**src/rtl/conv1_window_ctrl.sv**
```systemverilog
`default_nettype none
// ============================================================================
//  Module      : conv1_window_ctrl
//  Description : Read sequencer for the conv1 line/window buffer. Tracks how
//                many pixels of a row-major plane the producer has written,
//                issues a KxK window read once every pixel of that window is
//                resident, and presents window coordinates to the MAC array
//                through a valid/ready handshake.
//  Revision    : 1.0 - initial release
// ============================================================================
module conv1_window_ctrl #(
    parameter int IMG_W  = 224,
    parameter int IMG_H  = 224,
    parameter int K      = 3,
    parameter int STRIDE = 1,
    parameter int OUT_W  = (IMG_W - K) / STRIDE + 1,
    parameter int OUT_H  = (IMG_H - K) / STRIDE + 1,
    parameter int AW     = $clog2(IMG_W * IMG_H + 1),
    localparam int c_row_w = (OUT_H > 1) ? $clog2(OUT_H) : 1,
    localparam int c_col_w = (OUT_W > 1) ? $clog2(OUT_W) : 1
) (
    input  logic               clk,
    input  logic               rst_a,
    input  logic               start,
    input  logic               wr_fire,
    input  logic               win_ready,
    output logic               rd_en,
    output logic [AW-1:0]      rd_addr,
    output logic               win_valid,
    output logic [c_row_w-1:0] out_row,
    output logic [c_col_w-1:0] out_col,
    output logic               busy,
    output logic               done,
    output logic               ovf_err
);

    // ------------------------------------------------------------------------
    // Constants
    // ------------------------------------------------------------------------
    localparam int c_aw1 = AW + 1;

    // Total pixels in a plane; wr_count saturates here.
    localparam logic [AW-1:0] c_npix = AW'(IMG_W * IMG_H);

    // Offset from a window's top-left pixel to its bottom-right pixel. The
    // window is complete once the producer has written past that pixel.
    localparam logic [AW:0] c_span = c_aw1'((K - 1) * IMG_W + (K - 1));

    // Base-address increments: one stride right, or wrap to the start of the
    // next output row (stride rows down, back to column 0).
    localparam logic [AW-1:0] c_col_step = AW'(STRIDE);
    localparam logic [AW-1:0] c_row_step = AW'(STRIDE * IMG_W - (OUT_W - 1) * STRIDE);

    localparam logic [c_col_w-1:0] c_last_col = c_col_w'(OUT_W - 1);
    localparam logic [c_row_w-1:0] c_last_row = c_row_w'(OUT_H - 1);

    // ------------------------------------------------------------------------
    // State encoding
    // ------------------------------------------------------------------------
    typedef enum logic [1:0] {
        S_IDLE = 2'd0,
        S_RUN  = 2'd1,
        S_LAST = 2'd2
    } state_t;

    // ------------------------------------------------------------------------
    // Registers
    // ------------------------------------------------------------------------
    state_t               r_state;
    logic [AW-1:0]        r_wr_count;
    logic                 r_ovf_err;
    logic [c_row_w-1:0]   r_row;        // coordinates of the next read to issue
    logic [c_col_w-1:0]   r_col;
    logic [AW-1:0]        r_base;       // top-left address of the next read
    logic                 r_win_valid;
    logic [c_row_w-1:0]   r_out_row;    // coordinates of the presented window
    logic [c_col_w-1:0]   r_out_col;
    logic                 r_done;

    // ------------------------------------------------------------------------
    // Combinational decode
    // ------------------------------------------------------------------------
    logic [AW:0] w_need;
    logic        w_win_avail;
    logic        w_slot_free;
    logic        w_rd_en;
    logic        w_last_pos;
    logic        w_accept;

    // Highest pixel address the next window touches; one extra bit keeps the
    // sum exact for the bottom-right window of the plane.
    assign w_need      = {1'b0, r_base} + c_span;

    // Registered count only: a pixel written this cycle is visible next cycle.
    assign w_win_avail = ({1'b0, r_wr_count} > w_need);

    // The output register can take a new window if it is empty or the
    // current one retires on this same edge.
    assign w_slot_free = !r_win_valid || win_ready;
    assign w_accept    = r_win_valid && win_ready;

    assign w_rd_en     = (r_state == S_RUN) && w_win_avail && w_slot_free;
    assign w_last_pos  = (r_row == c_last_row) && (r_col == c_last_col);

    // ------------------------------------------------------------------------
    // Control FSM, coordinate/base-address walk and window presentation
    // ------------------------------------------------------------------------
    always_ff @(posedge clk or negedge rst_a) begin
        if (!rst_a) begin
            r_state     <= S_IDLE;
            r_row       <= '0;
            r_col       <= '0;
            r_base      <= '0;
            r_win_valid <= 1'b0;
            r_out_row   <= '0;
            r_out_col   <= '0;
            r_done      <= 1'b0;
        end else begin
            r_done <= 1'b0;

            // Buffer data_out is registered, so the window becomes valid the
            // cycle after its read; a read and a retire together keep valid high.
            if (w_rd_en) begin
                r_win_valid <= 1'b1;
                r_out_row   <= r_row;
                r_out_col   <= r_col;
            end else if (w_accept) begin
                r_win_valid <= 1'b0;
            end

            case (r_state)
                S_IDLE: begin
                    if (start) begin
                        r_state <= S_RUN;
                        r_row   <= '0;
                        r_col   <= '0;
                        r_base  <= '0;
                    end
                end

                S_RUN: begin
                    if (w_rd_en) begin
                        // Only valid positions are walked, so the K-1 edge
                        // columns and rows never generate a read.
                        if (r_col == c_last_col) begin
                            r_col  <= '0;
                            r_row  <= r_row + 1'b1;
                            r_base <= r_base + c_row_step;
                        end else begin
                            r_col  <= r_col + 1'b1;
                            r_base <= r_base + c_col_step;
                        end
                        if (w_last_pos) begin
                            r_state <= S_LAST;
                        end
                    end
                end

                S_LAST: begin
                    // The final window is already in the output register.
                    if (w_accept) begin
                        r_done  <= 1'b1;
                        r_state <= S_IDLE;
                    end
                end

                default: begin
                    r_state <= S_IDLE;
                end
            endcase
        end
    end

    // ------------------------------------------------------------------------
    // Producer pixel counter with sticky overflow flag
    // ------------------------------------------------------------------------
    always_ff @(posedge clk or negedge rst_a) begin
        if (!rst_a) begin
            r_wr_count <= '0;
            r_ovf_err  <= 1'b0;
        end else if (r_state == S_IDLE) begin
            // The start cycle already belongs to the new plane.
            if (start) begin
                r_wr_count <= AW'(wr_fire);
            end
        end else if (wr_fire) begin
            if (r_wr_count == c_npix) begin
                r_ovf_err <= 1'b1;
            end else begin
                r_wr_count <= r_wr_count + 1'b1;
            end
        end
    end

    // ------------------------------------------------------------------------
    // Outputs
    // ------------------------------------------------------------------------
    assign rd_en     = w_rd_en;
    assign rd_addr   = w_rd_en ? r_base : '0;
    assign win_valid = r_win_valid;
    assign out_row   = r_out_row;
    assign out_col   = r_out_col;
    assign busy      = (r_state != S_IDLE);
    assign done      = r_done;
    assign ovf_err   = r_ovf_err;

endmodule
`default_nettype wire

```
**config.mk**
```make
export PLATFORM = sky130hd
export DESIGN_NAME = conv1_window_ctrl
export DESIGN_NICKNAME = d
export VERILOG_FILES = /design/src/rtl/conv1_window_ctrl.sv
export SDC_FILE = /design/constraint.sdc
export NUM_CORES = 1
export LEC_CHECK = 0
export ABC_AREA = 1
export CAP_MARGIN = 20
export CORE_ASPECT_RATIO = 2
export CORE_UTILIZATION = 69
export CTS_CLUSTER_DIAMETER = 40
export DETAILED_ROUTE_END_ITERATION = 8
export DONT_BUFFER_PORTS = 1
export PLACE_DENSITY = 0.88
export REMOVE_ABC_BUFFERS = 1
export SLEW_MARGIN = 20
export SYNTH_ARGS = -nofsm -noshare
export SYNTH_HDL_FRONTEND = slang
export SYNTH_SLANG_ARGS = --single-unit
```
**constraint.sdc**
```tcl
create_clock -name clk -period 5.1 [get_ports clk]
set_input_delay 0.51 -clock clk [delete_from_list [all_inputs] [get_ports clk]]
set_output_delay 0.51 -clock clk [all_outputs]
set_load 0.01 [all_outputs]
```
* Word-level counts from Yosys, hierarchy flattened
Index checks and enable logic that the tools add are counted.
Cells by class: reductions and logical operators 16, equality and inequality tests 11, multiplexer cells 25, bitwise operators 1, order comparisons 1, $add $sub $neg 6
Operators by type and width (count):
- $mux W16 | 8
- $mux W8 | 5
- $add A16 B1 Y16 const B | 2
- $pmux W16 S2 | 1
- $pmux W8 S2 | 2
- $add A16 B9 Y17 const B | 1
- $gt A16 B17 Y1 | 1
- $add A16 B2 Y16 const B | 1
- $add A8 B1 Y8 const B | 2
- $eq A16 B16 Y1 const B | 1
- $eq A8 B8 Y1 const B | 2
- $ne A2 B2 Y1 const B | 5
- $reduce_and A3 Y1 | 3
- $mux W2 | 4
- $reduce_and A4 Y1 | 2
- $reduce_bool A2 Y1 | 4
- $pmux W2 S3 | 1
- $logic_and A1 B1 Y1 | 4
- $mux W1 | 4
- $eq A2 B1 Y1 const B | 1
- $eq A2 B2 Y1 const B | 1
- $logic_not A2 Y1 | 1
- $ne A2 B1 Y1 const B | 1
- $logic_not A1 Y1 | 1
- 2 further kinds | 2
Word-level totals: flip-flop bits (word level) 69

* Logic depth before layout (Yosys ltp)
Gate-level depths: netlist (run 1).
depth in word-level cells 6, mapped depth 23, mapped depth without buffers 22

* Least setup slack after synthesis (run 1)
No wires, ideal clock.
path type register to output, from register r_base[1], to output port rd_addr[10], data arrival time 2.705 ns, slack 1.885 ns, stages on the path, launching flop included 22, path through dfrtp_1 -> ha_1 -> inv_1 -> nor2_1 -> a21oi_1 -> nand3_1 -> nand2_1 -> o21ai_0 -> o21ai_0 -> ha_1 -> nand2_1 -> inv_1 -> nand2_1 -> nor2_1 -> a21oi_1 -> nand2_1 -> nand2_1 -> nand2_1 -> nand3_4 -> buf_4 -> buf_2 -> nor2_1
Between the ends: longest elaborated chain between the ends 5
Ends and longest elaborated chain:
- from (decl) | line 74 | logic [AW-1:0] r_base;
- from (signal assigned) | line 148 | r_base <= r_base + c_row_step;
- from (signal assigned) | line 151 | r_base <= r_base + c_col_step;
- $add A16 B9 Y17 | line 92 | assign w_need = {1'b0, r_base} + c_span;
- $gt A16 B17 Y1 | line 95 | assign w_win_avail = ({1'b0, r_wr_count} > w_need);
- $logic_and A1 B1 Y1 (2 in series) | line 102 | assign w_rd_en = (r_state == S_RUN) && w_win_avail && w_slot_free;
- $mux W16 | line 199 | assign rd_addr = w_rd_en ? r_base : '0;
- to (decl) | line 28 | output logic [AW-1:0] rd_addr,
Every way passes these cells.

* Worst setup path after layout (run 1)
from register r_base[1], to output port rd_en
Between the ends: longest elaborated chain between the ends 4
Ends and longest elaborated chain:
- $add A16 B9 Y17 | line 92
- $gt A16 B17 Y1 | line 95
- $logic_and A1 B1 Y1 (2 in series) | line 102
- to (decl) | line 27 | output logic rd_en,
Every way passes these cells.

==> results of run 1 <==
[worst paths after layout]
kind / to / slack, ns / depth (start not counted)
setup reg to reg: r_col[7] / 1.11 / 22
hold / removal: r_wr_count[3] / 0.05 / 1
min in group clk: done / 0.36 / 2
max in group asynchronous: ovf_err / 4.76 / 1
hold reg to reg: r_row[4] / 0.52 / 2
setup / recovery: rd_en / 0.87 / 19
[repair_timing]
action                                  in CTS  in global routing
endpoints found under the hold margin       69                  0
gates resized for setup                      0                  0
hold buffers                                 1                  0
endpoints found under the setup margin       0                  0
[critical path: stages (launching register included)]
cell and delay [ns]:
dfrtp_1 0.46, ha_1 0.24, inv_1 0.05, nor2_1 0.15, a21oi_1 0.11, nand3_1 0.18
nand2_1 0.09, o21ai_0 0.13, o21ai_0 0.11, ha_1 0.28, nand2_1 0.04, inv_1 0.06
nand2_1 0.07, nor2_1 0.17, a21oi_1 0.09, nand2_1 0.07, nand2_1 0.05, nand2_1 0.09
nand3_4 0.35, inv_1 0.55
[cell families (layout without fill, tap and decap cells)]
kind of cell,after synthesis,count (layout),share of synthesized area
simple gates,333,333,0.325
xor+xnor,31,31,0.0602
buf+inv,85,83,0.0768
flops,69,69,0.383
fa+ha+maj,25,25,0.0710
compound gates,66,66,0.0841
[stage by stage]
step,area (um2),cells,util,setup slack (ns),hold slack (ns)
after floorplan,4410,590,-,1.82,0.214
after global placement,4520,676,0.716,1.37,0.216
after detailed placement,4520,676,0.716,1.18,0.216
after CTS,4890,693,0.775,0.893,0.0657
after global routing,4890,693,0.775,0.475,0.0785
final,4890,693,0.775,0.875,0.0477
[power by group]
part | internal [W] | total (W) | switching, W | leakage, nW
registers | 0.000694 | 0.000889 | 0.000196 | 0.933
clock network | 0.000480 | 0.000722 | 0.000242 | 0.166
logic | 0.000344 | 0.00116 | 0.000819 | 1.27
total | 0.00152 | 0.00277 | 0.00126 | 2.37
[state kept, by name, summed over array words and instances (netlist names)]
register / count
r_base: 16
r_col: 8
ovf_err: 1
r_row: 8
r_state: 2
out_row: 8
done: 1
out_col: 8
r_wr_count: 16
win_valid: 1
[placed cells by master (no fill, tap or decap), types with 2 or more instances in the layout]
master     synthesis  final
nand2_1          174    174
dfrtp_1           69     69
nor2_1            68     68
inv_1             64     64
o21ai_0           39     39
nand3_1           28     28
xor2_1            28     28
ha_1              24     24
nand4_1           20     20
nor3_1            18     18
a21oi_1           11     11
clkbuf_16          0      9
nor4_1             5      5
nor3b_1            5      5
o21ai_2            5      5
nand2_2            3      3
xnor2_1            3      3
bufinv_16          0      3
nor2_2             2      2
inv_2              2      2
nor3_2             2      2
a21o_1             2      2
or2_2              2      2
a31oi_1            2      2
nand3b_1           2      2
o21ai_1            2      2
inv_6              0      2
[per-layer routing]
metal / vias up / wire [um] / GRT usage
met5: - / 0 / 0
met4: 0 / 590 / 0.246
met3: 48 / 575 / 0.103
met2: 139 / 5960 / 0.631
met1: 1910 / 3890 / 0.352
li1: 1958 / - / -
[layout make-up]
class | count | area [um2] | area share
inverters | 66 | 248 | 0.0506
clock inverters | 7 | 120 | 0.0246
clock buffers | 9 | 225 | 0.0460
well taps | 86 | 108 | 0.0220
multi-input cells | 455 | 2440 | 0.498
flip-flops and latches | 69 | 1730 | 0.353
repair buffers | 1 | 27.5 | 0.00563
==> flow_metrics.tcl, run 1 <==
set metrics [dict create \
    tightest_slew_ns 0.846 \
    insertion_delay_ns 0.33 \
    synth-async-reset-ratio 1.00 \
    dieArea_um2 6880 \
    vias 4055 \
    areaGrowthSynthToFinish_pct 8.46 \
    coreArea_um2 6310 \
    antenna_cells 0 \
    finalSetupTns_ns 0 \
    slew_violations 0 \
    gp_congestion 0.957 \
    powerDensity_nw_per_um2 567 \
    setup_violations 0 \
    die_w_um 59.2 \
    avgViaCountPerCell 5.85 \
    die_h_um 116 \
    synth.avg_cell_area_um2 7.41 \
    rows 41 \
    dr.pass1.iters 6 \
    period_share 0.829 \
    finish.net_count 632 \
    synth_area_leader_cell "dfrtp_1" \
    synthFlopType "dfrtp_1" \
    worstHoldPathType "in2async" \
    ir_worst_vdd_v 0.000398 \
    htree_levels 3 \
    worstSetupStartpoint "r_base[1]" \
    max_freq_mhz 237 \
    start_util 0.715 \
    max-slew-margin-rel 0.435 \
    drc 0 \
    p_leak_nw 2.37 \
    first_global_vias 4086 \
    critical_path.startpoint_type "flop" \
    skew_ns 0.00502 \
    synth_most_common_cell "nand2_1" \
    routed_wl_um 11000 \
    wl_per_cell_um 15.9 \
    worstPathRequired_ns 4.59 \
    drive_above_1_share 0.0610 \
    synth_seq_cells 69 \
    grt_max_degree 70 \
    cap_violations 0 \
    overflow 0 \
    synth_top_area_frac 0.383 \
    port_buffers 0 \
    grt_antenna_before_repair 0 \
    cts.clk_slew.worst_paths_ns 0.06 \
    cp-end-kind "output port" \
    first_iter_violations 333 \
    grt_pass1_wl_um 18300 \
    cp.arrival_ns 3.72 \
    cts_tree "built" \
    synth_edf_count 0 \
    reg2reg_from "r_base[1]" \
    layout_min_cycle_time_ns 4.23 \
    syn_area_um2 4510 \
    root_buffer "clkbuf_16" \
    hold_viol 0 \
    clk_path_buf_depth 2 \
    syn_inst 609 \
    timing.critical_path.fanout_max 42 \
    seq_area_frac_synth 0.383 \
    yosys-top-cells-count "nand2_1, dfrtp_1, nor2_1" \
    dp_hpwl_um 7820 \
    num_io_pins 42 \
    fillers 463 \
    ys_types 39 \
    numCtsBuffers 9 \
    grt_usage 0.359 \
    fin_total_pwr_w 0.00277 \
    yosys-top-cells-area "dfrtp_1, nand2_1, ha_1" \
    path_class "reg2out" \
    cts_sinks 69 \
    post-cts-setup-buffers 0 \
    status "completed" \
    synth_warnings 0 \
    rsz0062_at_grt "false" \
    ant_nets 0 \
]
No activity file was read; power rests on OpenSTA's default activity.
==> inputs of run 2 (changes only) <==
Settings changed: CORE_UTILIZATION 69 to 58, PLACE_DENSITY 0.88 to 0.79.
Clock period 5.1 ns to 3.8 ns, I/O delays scaled along.
==> run 2 against run 1 <==
Largest cell class unchanged. Non-clock buffer count grew 12. Highest routed layer unchanged. Sequential power grew 34%. Flip-flop and latch count is the same. Count of clock-buffer cells in the layout grew 4.
==> flow_metrics.tcl, run 2 (same netlist as run 1, synthesis figures left out) <==
set metrics [dict create \
    grt_antenna_before_repair 0 \
    gp_congestion 0.969 \
    die_h_um 127 \
    final_cell_area_um2 5000 \
    rows 45 \
    post-place-ws_ns 0.413 \
    cp.arrival_ns 3.18 \
    grtUsageMet2 0.528 \
    coreArea_um2 7540 \
    switchingPower_w 0.00173 \
    p_sw_frac 0.451 \
    fin_util 0.663 \
    num_io_pins 42 \
    layout_min_cycle_time_ns 3.56 \
    place_area_um2 4590 \
    dr.pass1.iters 4 \
    grt_busiest_layer "met2" \
    cts.clk_slew.worst_paths_ns 0.05 \
    ant_nets 0 \
    vias 4071 \
    cp-end-kind "output port" \
    worstHoldPathType "in2reg" \
    p_comb_frac 0.460 \
    clk_path_buf_depth 2 \
    period_share 0.936 \
    drc 0 \
    dieArea_um2 8150 \
    intPower_w 0.00210 \
    htree_levels 3 \
    seq_power_share 0.311 \
    hold_viol 0 \
    first_iter_violations 220 \
    worstPathRequired_ns 3.42 \
    antenna_cells 0 \
    dp_hpwl_um 8250 \
    root_buffer "clkbuf_16" \
    max-slew-margin-rel 0.426 \
    cts_tree "built" \
    status "completed" \
    final_cell_mix "nand2_1, dfrtp_1, inv_1" \
    cap_violations 0 \
    first_global_vias 4196 \
    timing.critical_path.fanout_max 11 \
    rsz0062_at_grt "true" \
    port_buffers 0 \
    cts_sinks 69 \
    top_regs "r_base: 16 flops, r_wr_count: 16 flops" \
    final_common_cell "nand2_1" \
    grt_max_degree 70 \
    slew_violations 0 \
    powerDensity_nw_per_um2 765 \
    path_class "reg2out" \
    clock_power_share 0.229 \
    wl_per_cell_um 15.9 \
    dpl.cell_count 691 \
    areaGrowthSynthToFinish_pct 10.9 \
    grt_usage 0.299 \
    finish.net_count 644 \
    grt_util_met1 0.296 \
    setup_ws_ns 0.244 \
    insertion_delay_ns 0.34 \
    max_freq_mhz 281 \
    numCtsBuffers 9 \
    fillers 651 \
    ir_worst_vdd_v 0.000546 \
    skew_ns 0.00440 \
    stdcell_count 713 \
    critical_path.startpoint_type "flop" \
    die_w_um 64.4 \
    drive_above_1_share 0.0921 \
    grtUsageMet3 0.0567 \
    overflow 0 \
    start_util 0.598 \
    setup_violations 0 \
    avgViaCountPerCell 5.71 \
    p_leak_nw 2.42 \
    routed_wl_um 11300 \
    grt_pass1_wl_um 18600 \
    tightest_slew_ns 0.860 \
]
[run 2: changes by cell type in the layout (fill, tap and decap cells not counted), sizes merged]
cell         delta
dlygate4sd3     +1
clkbuf          +4
buf            +11
bufinv          -2
inv             -2
[run 2: power groups by stage]
stage               logic (W)  registers [W]  clock network, W
global route          0.00200        0.00121          0.000900
finish                0.00176        0.00119          0.000876
floorplan             0.00117        0.00113                 0
CTS                   0.00169        0.00118          0.000884
global placement      0.00158        0.00119                 0
detailed placement    0.00165        0.00119                 0
[run 2: layout make-up]
type	count	area, um2	share of cell area
clock buffers	13	270	0.0540
clock inverters	3	42.5	0.00851
inverters	66	248	0.0495
multi-input cells	455	2460	0.492
flip-flops and latches	69	1730	0.346
well taps	94	118	0.0235
repair buffers	13	133	0.0265
[run 2: worst paths after layout]
path,cells past startpoint,start,end,slack (ns)
max in group asynchronous,2,rst_a,r_base[1],2.91
hold / removal,2,win_ready,done,0.20
setup / recovery,20,r_base[1],rd_addr[13],0.24
min in group asynchronous,2,rst_a,r_wr_count[2],0.57
hold reg to reg,2,r_row[4],r_row[4],0.48
setup reg to reg,23,r_base[1],r_col[3],0.53
[run 2: stage by stage]
step / setup TNS, ns / power (W) / hold WS (ns)
after floorplan: 0 / 0.00230 / 0.0844
after global placement: 0 / 0.00277 / 0.0864
after detailed placement: 0 / 0.00285 / 0.0871
after CTS: 0 / 0.00375 / 0.197
after global routing: -0.540 / 0.00412 / 0.238
final: 0 / 0.00382 / 0.197
[run 2: timing repair]
item,4_1_cts,5_1_grt
setup buffers,0,4
setup endpoints to repair,0,17
hold endpoints to repair,69,0
resized for setup,0,11
hold buffers,2,0
[run 2: worst max-delay path, stage by stage, from the launching register on]
cell and delay (ns):
dfrtp_2 0.43, ha_1 0.21, inv_1 0.05, nor2_1 0.15
a21oi_1 0.13, nand3_2 0.12, nand2_1 0.07, o21ai_0 0.13
o21ai_0 0.11, ha_1 0.29, nand2_1 0.05, inv_1 0.06
nand2_1 0.06, nor2_1 0.14, a21oi_1 0.08, nand2_1 0.06
nand2_1 0.05, nand2_1 0.10, nand3_4 0.15, buf_4 0.21
nor2_1 0.20
[run 2: per-layer routing]
layer  routed length, um  up-vias
met3                 526       55
met2                6050      123
met5                   0        -
li1                    -     1977
met1                3990     1916
met4                 750        0
==> inputs of run 3 (changes only) <==
Settings changed: ABC_AREA 1 to not set, ABC_CLOCK_PERIOD_IN_PS set to 3800.
==> run 3 against run 2 <==
Wire length up 2.5%. Area after synthesis down 3.3%. Combinational power down 76%. Clock power up 4.0%. First-iteration DRC count up 16%. Die area down 3.2%. Largest power group is now clock.
==> flow_metrics.tcl, run 3 <==
set metrics [dict create \
    synth_edf_count 0 \
    grt_max_degree 70 \
    grt_pass1_wl_um 18900 \
    synth_top_area_frac 0.396 \
    yosys-top-cells-count "dfrtp_1, nor2_1, nand2_1" \
    post-place-ws_ns 0.281 \
    first_iter_violations 255 \
    skew_ns 0.00586 \
    setup_violations 0 \
    yosys-top-cells-area "dfrtp_1, ha_1, and3_1" \
    critical_path.startpoint_type "flop" \
    areaGrowthSynthToFinish_pct 12.0 \
    die_h_um 125 \
    ys_types 60 \
    synthFlopType "dfrtp_1" \
    ant_nets 0 \
    rows 44 \
    period_share 0.964 \
    gp_congestion 0.868 \
    cts.clk_slew.worst_paths_ns 0.06 \
    holdWs_ns 0.181 \
    grt_antenna_before_repair 0 \
    top_regs "r_base: 16 flops, r_wr_count: 16 flops" \
    vias 3754 \
    dr.pass1.iters 8 \
    cts_sinks 69 \
    drive_above_1_share 0.148 \
    worstPathRequired_ns 3.42 \
    layout_min_cycle_time_ns 3.66 \
    root_buffer "clkbuf_16" \
    tightest_slew_ns 0.810 \
    dp_hpwl_um 8120 \
    setup_ws_ns 0.136 \
    cts_tree "built" \
    synth_warnings 0 \
    start_util 0.600 \
    insertion_delay_ns 0.34 \
    finish.net_count 498 \
    final_common_cell "dfrtp_1" \
    cap_violations 0 \
    hold_viol 0 \
    drc 0 \
    critPathSlowestCell "a2111o_2" \
    synth_seq_cells 69 \
    register_area_um2 1730 \
    htree_levels 3 \
    antenna_cells 0 \
    synth_most_common_cell "dfrtp_1" \
    crit_top_cell "nand2_1" \
    seq_area_frac_synth 0.396 \
    synth.avg_cell_area_um2 9.44 \
    clk_path_buf_depth 2 \
    cp.arrival_ns 3.28 \
    die_w_um 63.3 \
    cp-end-kind "output port" \
    routed_wl_um 11600 \
    worstHoldPathType "in2reg" \
    synth-async-reset-ratio 1.00 \
    max-slew-margin-rel 0.457 \
    synth_area_leader_cell "dfrtp_1" \
    avgViaCountPerCell 6.64 \
    slew_violations 0 \
    max_freq_mhz 273 \
    syn_inst 462 \
    coreArea_um2 7270 \
    critPathMaxStageDelay_ns 0.54 \
    fillers 586 \
    p_leak_nw 2.25 \
    wl_per_cell_um 20.5 \
    status "completed" \
    fin_total_pwr_w 0.00215 \
    port_buffers 0 \
    grt_usage 0.313 \
    ir_worst_vdd_v 0.000339 \
    numCtsBuffers 9 \
    path_class "reg2out" \
    syn_area_um2 4360 \
    multi_input_comb_area_um2 2490 \
    powerDensity_nw_per_um2 441 \
    first_global_vias 3806 \
    timing.critical_path.fanout_max 9 \
    final_cell_mix "dfrtp_1, nor2_1, nand2_1" \
    dieArea_um2 7890 \
    path_cells "nand2_1 -> or2_2 -> nand2_1 -> xor2_1 -> ha_1 -> nand4_1 -> or3_1 -> o2111ai_2 -> a2111o_2 -> buf_4 -> and3_1" \
    num_io_pins 42 \
    overflow 0 \
]
run 3: worst max-delay path, delay by kind of cell (launching register included):
family | cells | cell delay, ns
xor gates and xnor gates | 1 | 0.15
AOI/OAI and AO/OA | 2 | 0.72
adders and majority gates | 1 | 0.27
buffers and inverters | 1 | 0.19
DFF | 1 | 0.45
and+or+nand+nor | 6 | 1.15
run 3: layout make-up:
| class | instances | area share |
|---|---|---|
| Clock inverter | 6 | 0.0177 |
| Inverter | 13 | 0.00999 |
| Sequential cell | 69 | 0.354 |
| Multi-Input combinational cell | 356 | 0.509 |
| Tap cell | 92 | 0.0236 |
| Timing Repair Buffer | 19 | 0.0364 |
| Clock buffer | 10 | 0.0489 |
run 3: repair_timing:
action,CTS,global route
pin swaps,2,0
endpoints found under the hold margin,69,0
buffers inserted,4,0
hold buffers,2,0
endpoints found under the setup margin,12,16
gates resized for setup,2,4
run 3: worst paths after layout:
| path | depth (start not counted) | end | slack [ns] | from |
|---|---|---|---|---|
| max in group asynchronous | 2 | out_row[7] | 2.86 | rst_a |
| setup reg to reg | 12 | r_base[0] | 0.41 | r_base[3] |
| hold reg to reg | 1 | r_row[7] | 0.51 | r_row[7] |
| setup / recovery | 11 | rd_addr[8] | 0.14 | r_base[3] |
| hold / removal | 2 | ovf_err | 0.18 | wr_fire |
| min in group asynchronous | 2 | r_wr_count[15] | 0.62 | rst_a |
run 3: cell families (layout without fill, tap and decap cells):
family | count (synthesis) | in the layout | synth area share
AO/OA/AOI/OAI | 90 | 90 | 0.156
AND/OR/NAND/NOR | 200 | 200 | 0.246
XOR/XNOR | 26 | 26 | 0.0522
multiplexers | 15 | 15 | 0.0387
adder cells (fa/ha/maj) | 25 | 25 | 0.0734
buffers and inverters | 37 | 48 | 0.0384
flip-flops | 69 | 69 | 0.396
run 3: report_power, final:
part           leakage (nW)  internal, W  switching, W  total, W
registers             0.948     0.000768     0.0000546  0.000822
logic                  1.15     0.000141      0.000280  0.000421
clock network         0.158     0.000591      0.000321  0.000911
run 3: per-stage QoR:
step / setup TNS (ns) / util / cells / area (um2)
after floorplan: 0 / - / 438 / 4240
final: 0 / 0.672 / 565 / 4890
after global placement: 0 / 0.617 / 543 / 4480
after detailed placement: 0 / 0.617 / 543 / 4480
after CTS: 0 / 0.671 / 565 / 4880
after global routing: -0.0848 / 0.672 / 565 / 4890
run 3: routing by layer:
layer	vias to the layer above	GRT usage	wire length (um)
met4	0	0.218	631
met3	46	0.0769	571
met1	1843	0.320	4120
met5	-	0	0
met2	135	0.540	6280
li1	1730	-	-
